<file path="config.mk">
export PLATFORM = sky130hd
export DESIGN_NAME = branch_ctrl
export DESIGN_NICKNAME = d
export VERILOG_FILES = /design/src/rtl/branch_pkg.sv /design/src/rtl/branch_cmp.sv /design/src/rtl/branch_ctrl.sv
export SDC_FILE = /design/constraint.sdc
export NUM_CORES = 1
export LEC_CHECK = 0
export CAP_MARGIN = 10
export CORE_MARGIN = 1
export CORE_UTILIZATION = 64
export DETAILED_ROUTE_END_ITERATION = 10
export DONT_BUFFER_PORTS = 1
export GPL_ROUTABILITY_DRIVEN = 0
export PLACE_DENSITY = 0.89
export SYNTH_ARGS = -nofsm -noshare
export SYNTH_HDL_FRONTEND = slang
export SYNTH_SLANG_ARGS = --single-unit
</file>
<file path="constraint.sdc">
create_clock -name clk -period 4.5 [get_ports clk]
set_clock_uncertainty 0.05 [all_clocks]
set_input_delay 0.45 -clock clk [delete_from_list [all_inputs] [get_ports clk]]
set_output_delay 0.45 -clock clk [all_outputs]
set_load 0.01 [all_outputs]
</file>
<file path="src/rtl/branch_pkg.sv">
// Shared definitions for the branch resolution controller.
//   - funct3 encodings of the RV32I conditional branches
//   - controller state enumeration
//   - exception cause codes reported on exc_cause
package branch_pkg;

    localparam logic [2:0] F3_BEQ  = 3'b000;
    localparam logic [2:0] F3_BNE  = 3'b001;
    localparam logic [2:0] F3_BLT  = 3'b100;
    localparam logic [2:0] F3_BGE  = 3'b101;
    localparam logic [2:0] F3_BLTU = 3'b110;
    localparam logic [2:0] F3_BGEU = 3'b111;

    typedef enum logic [1:0] {
        IDLE  = 2'd0,
        EVAL  = 2'd1,
        REDIR = 2'd2,
        EXC   = 2'd3
    } state_t;

    localparam logic [1:0] EXC_ILLEGAL  = 2'd1;
    localparam logic [1:0] EXC_MISALIGN = 2'd2;

endpackage

</file>
<file path="src/rtl/branch_cmp.sv">
// Combinational branch condition evaluator.
// Ports:
//   rs1, rs2  in   source operands
//   funct3    in   branch type
//   taken     out  condition result (0 when funct3 is illegal)
//   illegal   out  funct3 is not a conditional branch encoding
module branch_cmp
    import branch_pkg::*;
#(
    parameter int unsigned XLEN = 32
) (
    input  logic [XLEN-1:0] rs1,
    input  logic [XLEN-1:0] rs2,
    input  logic [2:0]      funct3,
    output logic            taken,
    output logic            illegal
);

    always_comb begin
        taken   = 1'b0;
        illegal = 1'b0;
        case (funct3)
            F3_BEQ:  taken = (rs1 == rs2);
            F3_BNE:  taken = (rs1 != rs2);
            F3_BLT:  taken = ($signed(rs1) <  $signed(rs2));
            F3_BGE:  taken = ($signed(rs1) >= $signed(rs2));
            F3_BLTU: taken = (rs1 <  rs2);
            F3_BGEU: taken = (rs1 >= rs2);
            default: illegal = 1'b1;
        endcase
    end

endmodule

</file>
<file path="src/rtl/branch_ctrl.sv">
// Multi-cycle branch resolution controller.
// Accepts one branch in IDLE, resolves it in EVAL, then retires it, raises a
// redirect to fetch (REDIR) or reports an exception (EXC).
// Ports:
//   clk, rst                 clock, synchronous active-high reset
//   req_*                    branch request handshake and operands
//   kill                     abort the in-flight branch / mask acceptance
//   res_valid, res_taken     one-cycle retirement pulse and direction
//   redir_valid/ready/pc     redirect handshake to fetch
//   flush                    redirect accepted this cycle
//   exc_valid/ready/cause/pc exception report handshake
//   br_cnt, mispred_cnt      resolved / mispredicted branch counters
module branch_ctrl
    import branch_pkg::*;
#(
    parameter int unsigned XLEN  = 32,
    parameter int unsigned CNT_W = 32
) (
    input  logic             clk,
    input  logic             rst,
    input  logic             req_valid,
    output logic             req_ready,
    input  logic [XLEN-1:0]  req_pc,
    input  logic [XLEN-1:0]  req_imm,
    input  logic [XLEN-1:0]  req_rs1,
    input  logic [XLEN-1:0]  req_rs2,
    input  logic [2:0]       req_funct3,
    input  logic             req_pred_taken,
    input  logic             kill,
    output logic             res_valid,
    output logic             res_taken,
    output logic             redir_valid,
    input  logic             redir_ready,
    output logic [XLEN-1:0]  redir_pc,
    output logic             flush,
    output logic             exc_valid,
    input  logic             exc_ready,
    output logic [1:0]       exc_cause,
    output logic [XLEN-1:0]  exc_pc,
    output logic [CNT_W-1:0] br_cnt,
    output logic [CNT_W-1:0] mispred_cnt
);

    state_t           state;
    logic [XLEN-1:0]  pc_q;
    logic [XLEN-1:0]  imm_q;
    logic [XLEN-1:0]  rs1_q;
    logic [XLEN-1:0]  rs2_q;
    logic [2:0]       funct3_q;
    logic             pred_q;

    logic             taken;
    logic             illegal;
    logic [XLEN-1:0]  target;
    logic [XLEN-1:0]  fallthrough;
    logic [XLEN-1:0]  next_pc;
    logic             misalign;
    logic             retire;

    branch_cmp #(.XLEN(XLEN)) u_cmp (
        .rs1     (rs1_q),
        .rs2     (rs2_q),
        .funct3  (funct3_q),
        .taken   (taken),
        .illegal (illegal)
    );

    always_comb begin
        target      = pc_q + imm_q;
        fallthrough = pc_q + XLEN'(4);
        next_pc     = taken ? target : fallthrough;
        // Only a taken branch can fault on its target alignment.
        misalign    = taken && (target[1:0] != 2'b00);
        retire      = (state == EVAL) && !illegal && !misalign && !kill && !rst;
    end

    // Handshake outputs decode from state; the result pulse and flush are
    // additionally masked so that a kill or reset in the same cycle
    // suppresses them.
    assign req_ready   = (state == IDLE);
    assign redir_valid = (state == REDIR);
    assign exc_valid   = (state == EXC);
    assign res_valid   = retire;
    assign res_taken   = retire && taken;
    assign flush       = redir_valid && redir_ready && !kill && !rst;

    always_ff @(posedge clk) begin
        if (rst) begin
            state       <= IDLE;
            pc_q        <= '0;
            imm_q       <= '0;
            rs1_q       <= '0;
            rs2_q       <= '0;
            funct3_q    <= '0;
            pred_q      <= 1'b0;
            redir_pc    <= '0;
            exc_cause   <= '0;
            exc_pc      <= '0;
            br_cnt      <= '0;
            mispred_cnt <= '0;
        end else if (kill) begin
            state <= IDLE;
        end else begin
            case (state)
                IDLE: begin
                    if (req_valid) begin
                        pc_q     <= req_pc;
                        imm_q    <= req_imm;
                        rs1_q    <= req_rs1;
                        rs2_q    <= req_rs2;
                        funct3_q <= req_funct3;
                        pred_q   <= req_pred_taken;
                        state    <= EVAL;
                    end
                end
                EVAL: begin
                    if (illegal) begin
                        exc_cause <= EXC_ILLEGAL;
                        exc_pc    <= pc_q;
                        state     <= EXC;
                    end else if (misalign) begin
                        exc_cause <= EXC_MISALIGN;
                        exc_pc    <= pc_q;
                        state     <= EXC;
                    end else begin
                        br_cnt <= br_cnt + CNT_W'(1);
                        if (taken != pred_q) begin
                            mispred_cnt <= mispred_cnt + CNT_W'(1);
                            redir_pc    <= next_pc;
                            state       <= REDIR;
                        end else begin
                            state <= IDLE;
                        end
                    end
                end
                REDIR: begin
                    if (redir_ready) state <= IDLE;
                end
                EXC: begin
                    if (exc_ready) state <= IDLE;
                end
                default: state <= IDLE;
            endcase
        end
    end

endmodule
</file>
======== After elaboration in Yosys (flattened, before gate mapping) ========
Cells that the tools add are included.
cells by class
  add/subtract/negate cells ............... 4
  order comparisons ....................... 4
  equal/unequal tests ..................... 15
  multiplexer cells ....................... 13
  bitwise logic cells ..................... 2
  reduce and logical (&&, ||, !) cells .... 22
operators by type and width
  kind                     count
  $mux W32                 3
  $add A32 B1 Y32 const B  2
  $ge A32 B32 Y1           2
  $lt A32 B32 Y1           2
  $add A32 B3 Y32 const B  1
  $add A32 B32 Y32         1
  $eq A32 B32 Y1           1
  $ne A32 B32 Y1           1
  $mux W2                  8
  $eq A3 B3 Y1 const B     4
  $logic_and A1 B1 Y1      9
  $reduce_and A3 Y1        3
  $pmux W2 S4              1
  $ne A2 B1 Y1 const B     3
  $pmux W1 S6              1
  $reduce_or A6 Y1         1
  $reduce_and A5 Y1        1
  $eq A2 B2 Y1 const B     2
  $reduce_and A4 Y1        1
  $eq A3 B1 Y1 const B     1
  $logic_not A1 Y1         3
  $logic_not A3 Y1         1
  $eq A2 B1 Y1 const B     1
  $logic_not A2 Y1         1
  5 further kinds          6
word-level totals
  flip-flop bits (word level) ............. 264
  input bits .............................. 138
  logic and storage cells ................. 72

======== Depth between registers and ports, before layout ========
  word-level depth ........................ 8
  depth in mapped cells ................... 14

======== Hierarchy ========
A second synthesis with hierarchy kept.
unflattened totals
  cell total of the unflattened synthesis .. 1633
  area total of the unflattened synthesis .. 12898.6 um2
modules (own cells, without submodules)
  module       times used  cells each  area an instance (um2)
  branch_ctrl  1           1504        11969.0
  branch_cmp   1           129         929.6

======== Least setup slack after synthesis ========
Ideal clock, no wire load.
  path kind ............................... register -> output
  start ................................... reg rs2_q[1]
  end ..................................... out res_taken
  data arrival time ....................... 2.996 ns
  data required time ...................... 4.000 ns
  path slack .............................. 1.004 ns
  stages on the path, launching flop included .. 13
  buffers on the path ..................... 2
  cells stage by stage .................... dfxtp_1 -> inv_1 -> ha_1 -> nor2b_4 -> o211ai_2 -> a21oi_1 -> o311a_1 -> or3_4 -> a311oi_4 -> nand2_1 -> clkbuf_1 -> clkbuf_1 -> nor3_1
on the way
  cells in the longest elaborated chain, start to end .. 8
  elaborated cells between the ends (all ways) .. 13
  those cells by class .................... 4 x order compare; 2 x eq/ne; 1 x mux; 6 x reduce/logical
RTL lines
  what                                          line                RTL
  from (decl)                                   branch_ctrl.sv:48   logic [XLEN-1:0] rs2_q;
  from (signal assigned)                        branch_ctrl.sv:110  rs2_q <= req_rs2;
  $ge A32 B32 Y1, or another cell as far along  branch_cmp.sv:28    F3_BGEU: taken = (rs1 >= rs2);
  $pmux W1 S6 (*)                               branch_cmp.sv:22    case (funct3)
  $logic_and A1 B1 Y1                           branch_ctrl.sv:73   misalign = taken && (target[1:0] != 2'b00);
  $logic_not A1 Y1                              branch_ctrl.sv:74   retire = (state == EVAL) && !illegal && !misalign && !kill && !rst;
  $logic_and A1 B1 Y1 (3 in a row)              branch_ctrl.sv:74
  $logic_and A1 B1 Y1 (*)                       branch_ctrl.sv:84   assign res_taken = retire && taken;
  to (decl)                                     branch_ctrl.sv:31   output logic res_taken,
Every way passes the cells marked *; elsewhere a longest branch is shown, timed or not.

======== Final worst setup path ========
  start ................................... reg rs2_q[31]
  end ..................................... reg mispred_cnt[26]
on the way
  cells in the longest elaborated chain, start to end .. 5
  elaborated cells between the ends (all ways) .. 11
  those cells by class .................... 4 x order compare; 3 x eq/ne; 1 x mux; 1 x bitwise; 2 x reduce/logical
RTL lines
  what                                          line                RTL
  $ge A32 B32 Y1, or another cell as far along  branch_cmp.sv:28
  $pmux W1 S6 (*)                               branch_cmp.sv:22
  $logic_and A1 B1 Y1                           branch_ctrl.sv:73
  $not A1 Y1 (no source line)                   --
  $reduce_and A5 Y1 (no source line) (*)        --
  to (signal assigned)                          branch_ctrl.sv:128  mispred_cnt <= mispred_cnt + CNT_W'(1);
  to (decl)                                     branch_ctrl.sv:41   output logic [CNT_W-1:0] mispred_cnt
Marks and branches as above.
A chain may end at the register's enable or synchronous reset.

==> run summary <==
The flow ran to the end, and the final reports show no timing, DRC or antenna violations. The number of antenna violations at the first check in global routing is 0. Setup violations remaining at the end of the flow were counted as 0.

approximately 270 I/O pins were placed. The worst-case hold slack is about 0.016 ns. The buffer levels on the longest clock path came out at 3.

Headroom to the max-slew limit came out at 0.2170. The mean cell area of the mapped netlist is about 7.9 µm². The overall power consumption is just over 5 mW. Data arrives at the worst endpoint at 4.65 ns. The number of DRC markers after the initial detailed-route iteration came out at approximately 770. The share of the yosys chip area belonging to registers is 0.4014. The clock buffer count from CTS came out at 26. The total clock sinks came out at ~260. nand2_1 is the most common cell in the netlist.

The synthesis-stage register bit count came out at roughly 260. The count of different cell masters after synthesis is 63. The share of async-settable or async-resettable flops after synthesis is 0.

STA puts the critical path data required time at approximately 5 ns. The number of standard-cell rows in the floorplan is 52. The reported leakage power is just under 6 nW.

The count of vias placed by the detailed router is between 10000 and 15000. The worst path in the final design needs a cycle of between 4 and 5 ns, including I/O delays and setup. The remaining global-route overflow is 0. TritonCTS built the clock tree. The tightest min-delay check is of the in2reg type. The total routing resource utilization after global routing is 0.3281. The fraction of synthesized area in multiplexers is 0.02898.

The number of fill cells in the layout came out at 1369. The floorplan die width came out at 145.4 µm. The first-pass GRT wire length came out at approximately 58000 µm. The Yosys step of the flow raised 0 warnings. The maximum number of pins on one net before global-route repair came out at roughly 240.

The source-to-sink clock delay at the later pin of the worst-skew pair came out at approximately 0.53 ns. The count of H-tree levels built during CTS is 1. The maximum ir drop on the vdd rail is around 0.31 mV. The sum of negative setup slack is 0 ns. The area growth from synthesis to final layout came out at 14.64%. The cell count after synthesis came out at 1670. Clock-pin slew was measured on the worst setup and hold paths at roughly 0.060 ns. The worst setup path is captured at a flip-flop. By area the synthesized netlist is led by dfxtp_1, nand2_1, a21oi_1. The die is around 150 µm tall. In this run the worst path has a maximum fanout of 20. The core region is between 20000 and 25000 µm².

The total routed wirelength came out at 36030 µm. The number of nets handed over by synthesis was roughly 1900. The final hold violation count is 0. The number of port buffers came out at 0.

The wire length per cell came out at roughly 18 µm. The number of search-and-repair iterations in the first detailed-routing pass came out at 7. CTS placed an instance of clkbuf_16 at the clock tree root. After synthesis, the largest family of logic cells by area is simple AND/OR/NAND/NOR gates. The number of flops mapped to enable cells by yosys is 0.

The synthesized design spends more area on one cell type than any other, namely dfxtp_1. The count of final max-slew check failures is 0. The post-route DRC violation count is 0.

The compound-gate portion of the synthesized area is 0.1711. The antenna diode count came out at 0. The worst setup path is launched from a flip-flop.

The final cycle utilization of the critical path came out at 0.9416. The detailed-placement wirelength estimate is 23000 µm. Of the total synthesized cell area, the portion taken by full adders, half adders and majority gates is 0.06424. The post-synthesis share of cell area spent on xor and xnor gates came out at 0.05787. The initial cell density of the core is 0.6528. The transition time at the pin with the least slew margin came out at 1.175 ns. The detail route stage leaves a number of antenna-violating nets equal to 0.

The number of cells in the finished layout apart from fillers came out at 2000. The count of placed standard cells including taps is ~1900. The die covers approximately 21000 µm². The top cell type's share of synthesized area came out at 0.4014. Among all flip-flop cells after synthesis, the most frequent one is dfxtp_1. The final design utilization is 0.7484. Setup repair after global routing left no endpoint under its margin. The maximum achievable frequency is 0.2360 GHz. The commonest cells after synthesis are nand2_1, dfxtp_1, a21oi_1, nor2_1, clkbuf_1. In the final layout, the share of cells above drive strength 1 is 0.04393. The summed instance area of the synthesized netlist came out at 13170 µm². The post-detailed-route via-to-cell ratio is approximately 6. Across the run, the number of max-cap violations was 0.

The total power per unit cell area came out at 340.0 nW/µm². The number of global-route vias before repair came out at around 12000. The setup path with the least slack is of type reg2reg. The simple-gate area share of the yosys netlist came out at 0.2332. The number of nets at the end of the flow came out at ~1900.
## routing by layer
| metal | vias to the layer above | global-route usage | share of wire |
|---|---|---|---|
| li1 | 5802 | - | - |
| met1 | 5723 | 0.3874 | 0.40 |
| met2 | 465 | 0.5813 | 0.49 |
| met3 | 98 | 0.06520 | 0.071 |
| met4 | 0 | 0.1353 | 0.038 |
| met5 | - | 0 | 0 |
## path summary, 6_finish.rpt
path	from	endpoint	slack (ns)	cells after the start
setup / recovery	rs2_q[31]$_SDFFE_PP0P_	mispred_cnt[26]$_SDFFE_PP0P_	0.26	12
hold / removal	req_rs1[15]	rs1_q[15]$_SDFFE_PP0P_	0.02	2
hold reg to reg	rs2_q[26]$_SDFFE_PP0P_	rs2_q[26]$_SDFFE_PP0P_	0.41	2
setup reg to reg	rs2_q[31]$_SDFFE_PP0P_	mispred_cnt[26]$_SDFFE_PP0P_	0.26	12
## cell type report
type,instances,area [µm²],share of cell area
Multi-Input combinational cell,1264,7367,0.4881
Sequential cell,264,5285,0.3501
Timing Repair Buffer,102,1046,0.06930
Clock buffer,40,794.5,0.05264
Tap cell,270,337.8,0.02238
Inverter,53,198.9,0.01318
Clock inverter,7,65.06,0.004310
## placed cells by master (no fill, tap or decap), types with 16 or more instances in the layout
cell,instances
a21o_1,19
a21oi_1,227
and3_1,23
clkbuf_16,27
dfxtp_1,264
dlygate4sd3_1,89
ha_1,66
inv_1,53
mux2i_1,37
nand2_1,377
nand3_1,42
nand4_1,32
nor2_1,115
nor3_1,16
o211ai_1,24
o21ai_0,42
or3_1,25
xnor2_1,45
xor2_1,42
## registers in the layout, indices dropped and copies added, names as in the netlist
name and count:
br_cnt 32, exc_cause 2, exc_pc 32, funct3_q 3, imm_q 32, mispred_cnt 32
pc_q 32, pred_q 1, redir_pc 32, rs1_q 32, rs2_q 32, state 2
## power by group
group          leakage (nW)  switching, mW  internal (mW)
Sequential             2.14         0.0624           2.40
Clock                 0.420          0.907           1.27
Combinational          3.20          0.298          0.200
Total                  5.76           1.27           3.86
## timing repair
item,CTS,global route
gates resized for setup,0,5
endpoints found under the hold margin,256,0
setup buffers,0,1
endpoints found under the setup margin,0,12
hold buffers,90,0
## kinds of logic after synthesis
group                    count (synthesis)
flip-flops                             264
adder cells (fa/ha/maj)                 67
AND/OR/NAND/NOR                        693
multiplexers                            38
XOR/XNOR                                87
AO/OA/AOI/OAI                          379
buffers and inverters                  142
## through the flow
stage          cell area (µm²)  setup WS, ns
2_1_floorplan            13170         1.004
3_3_place_gp             13280        0.7821
3_5_place_dp             13280        0.6517
4_1_cts                  15060       0.06756
5_1_grt                  15090       0.01518
6_report                 15090        0.2628
## worst max-delay path: stages, from the launching register on
cell           delay [ns]
dfxtp_1              0.33
inv_1                0.05
ha_1                 0.35
nand4_1              0.21
nor3_1               0.38
a21boi_1             0.39
nor4_2               0.11
a311oi_4             0.46
and3_4               0.36
o2111ai_4            0.30
or3_1                0.45
a21oi_1              0.16
dlygate4sd3_1        0.57
Power figures use the tool's default switching activity.
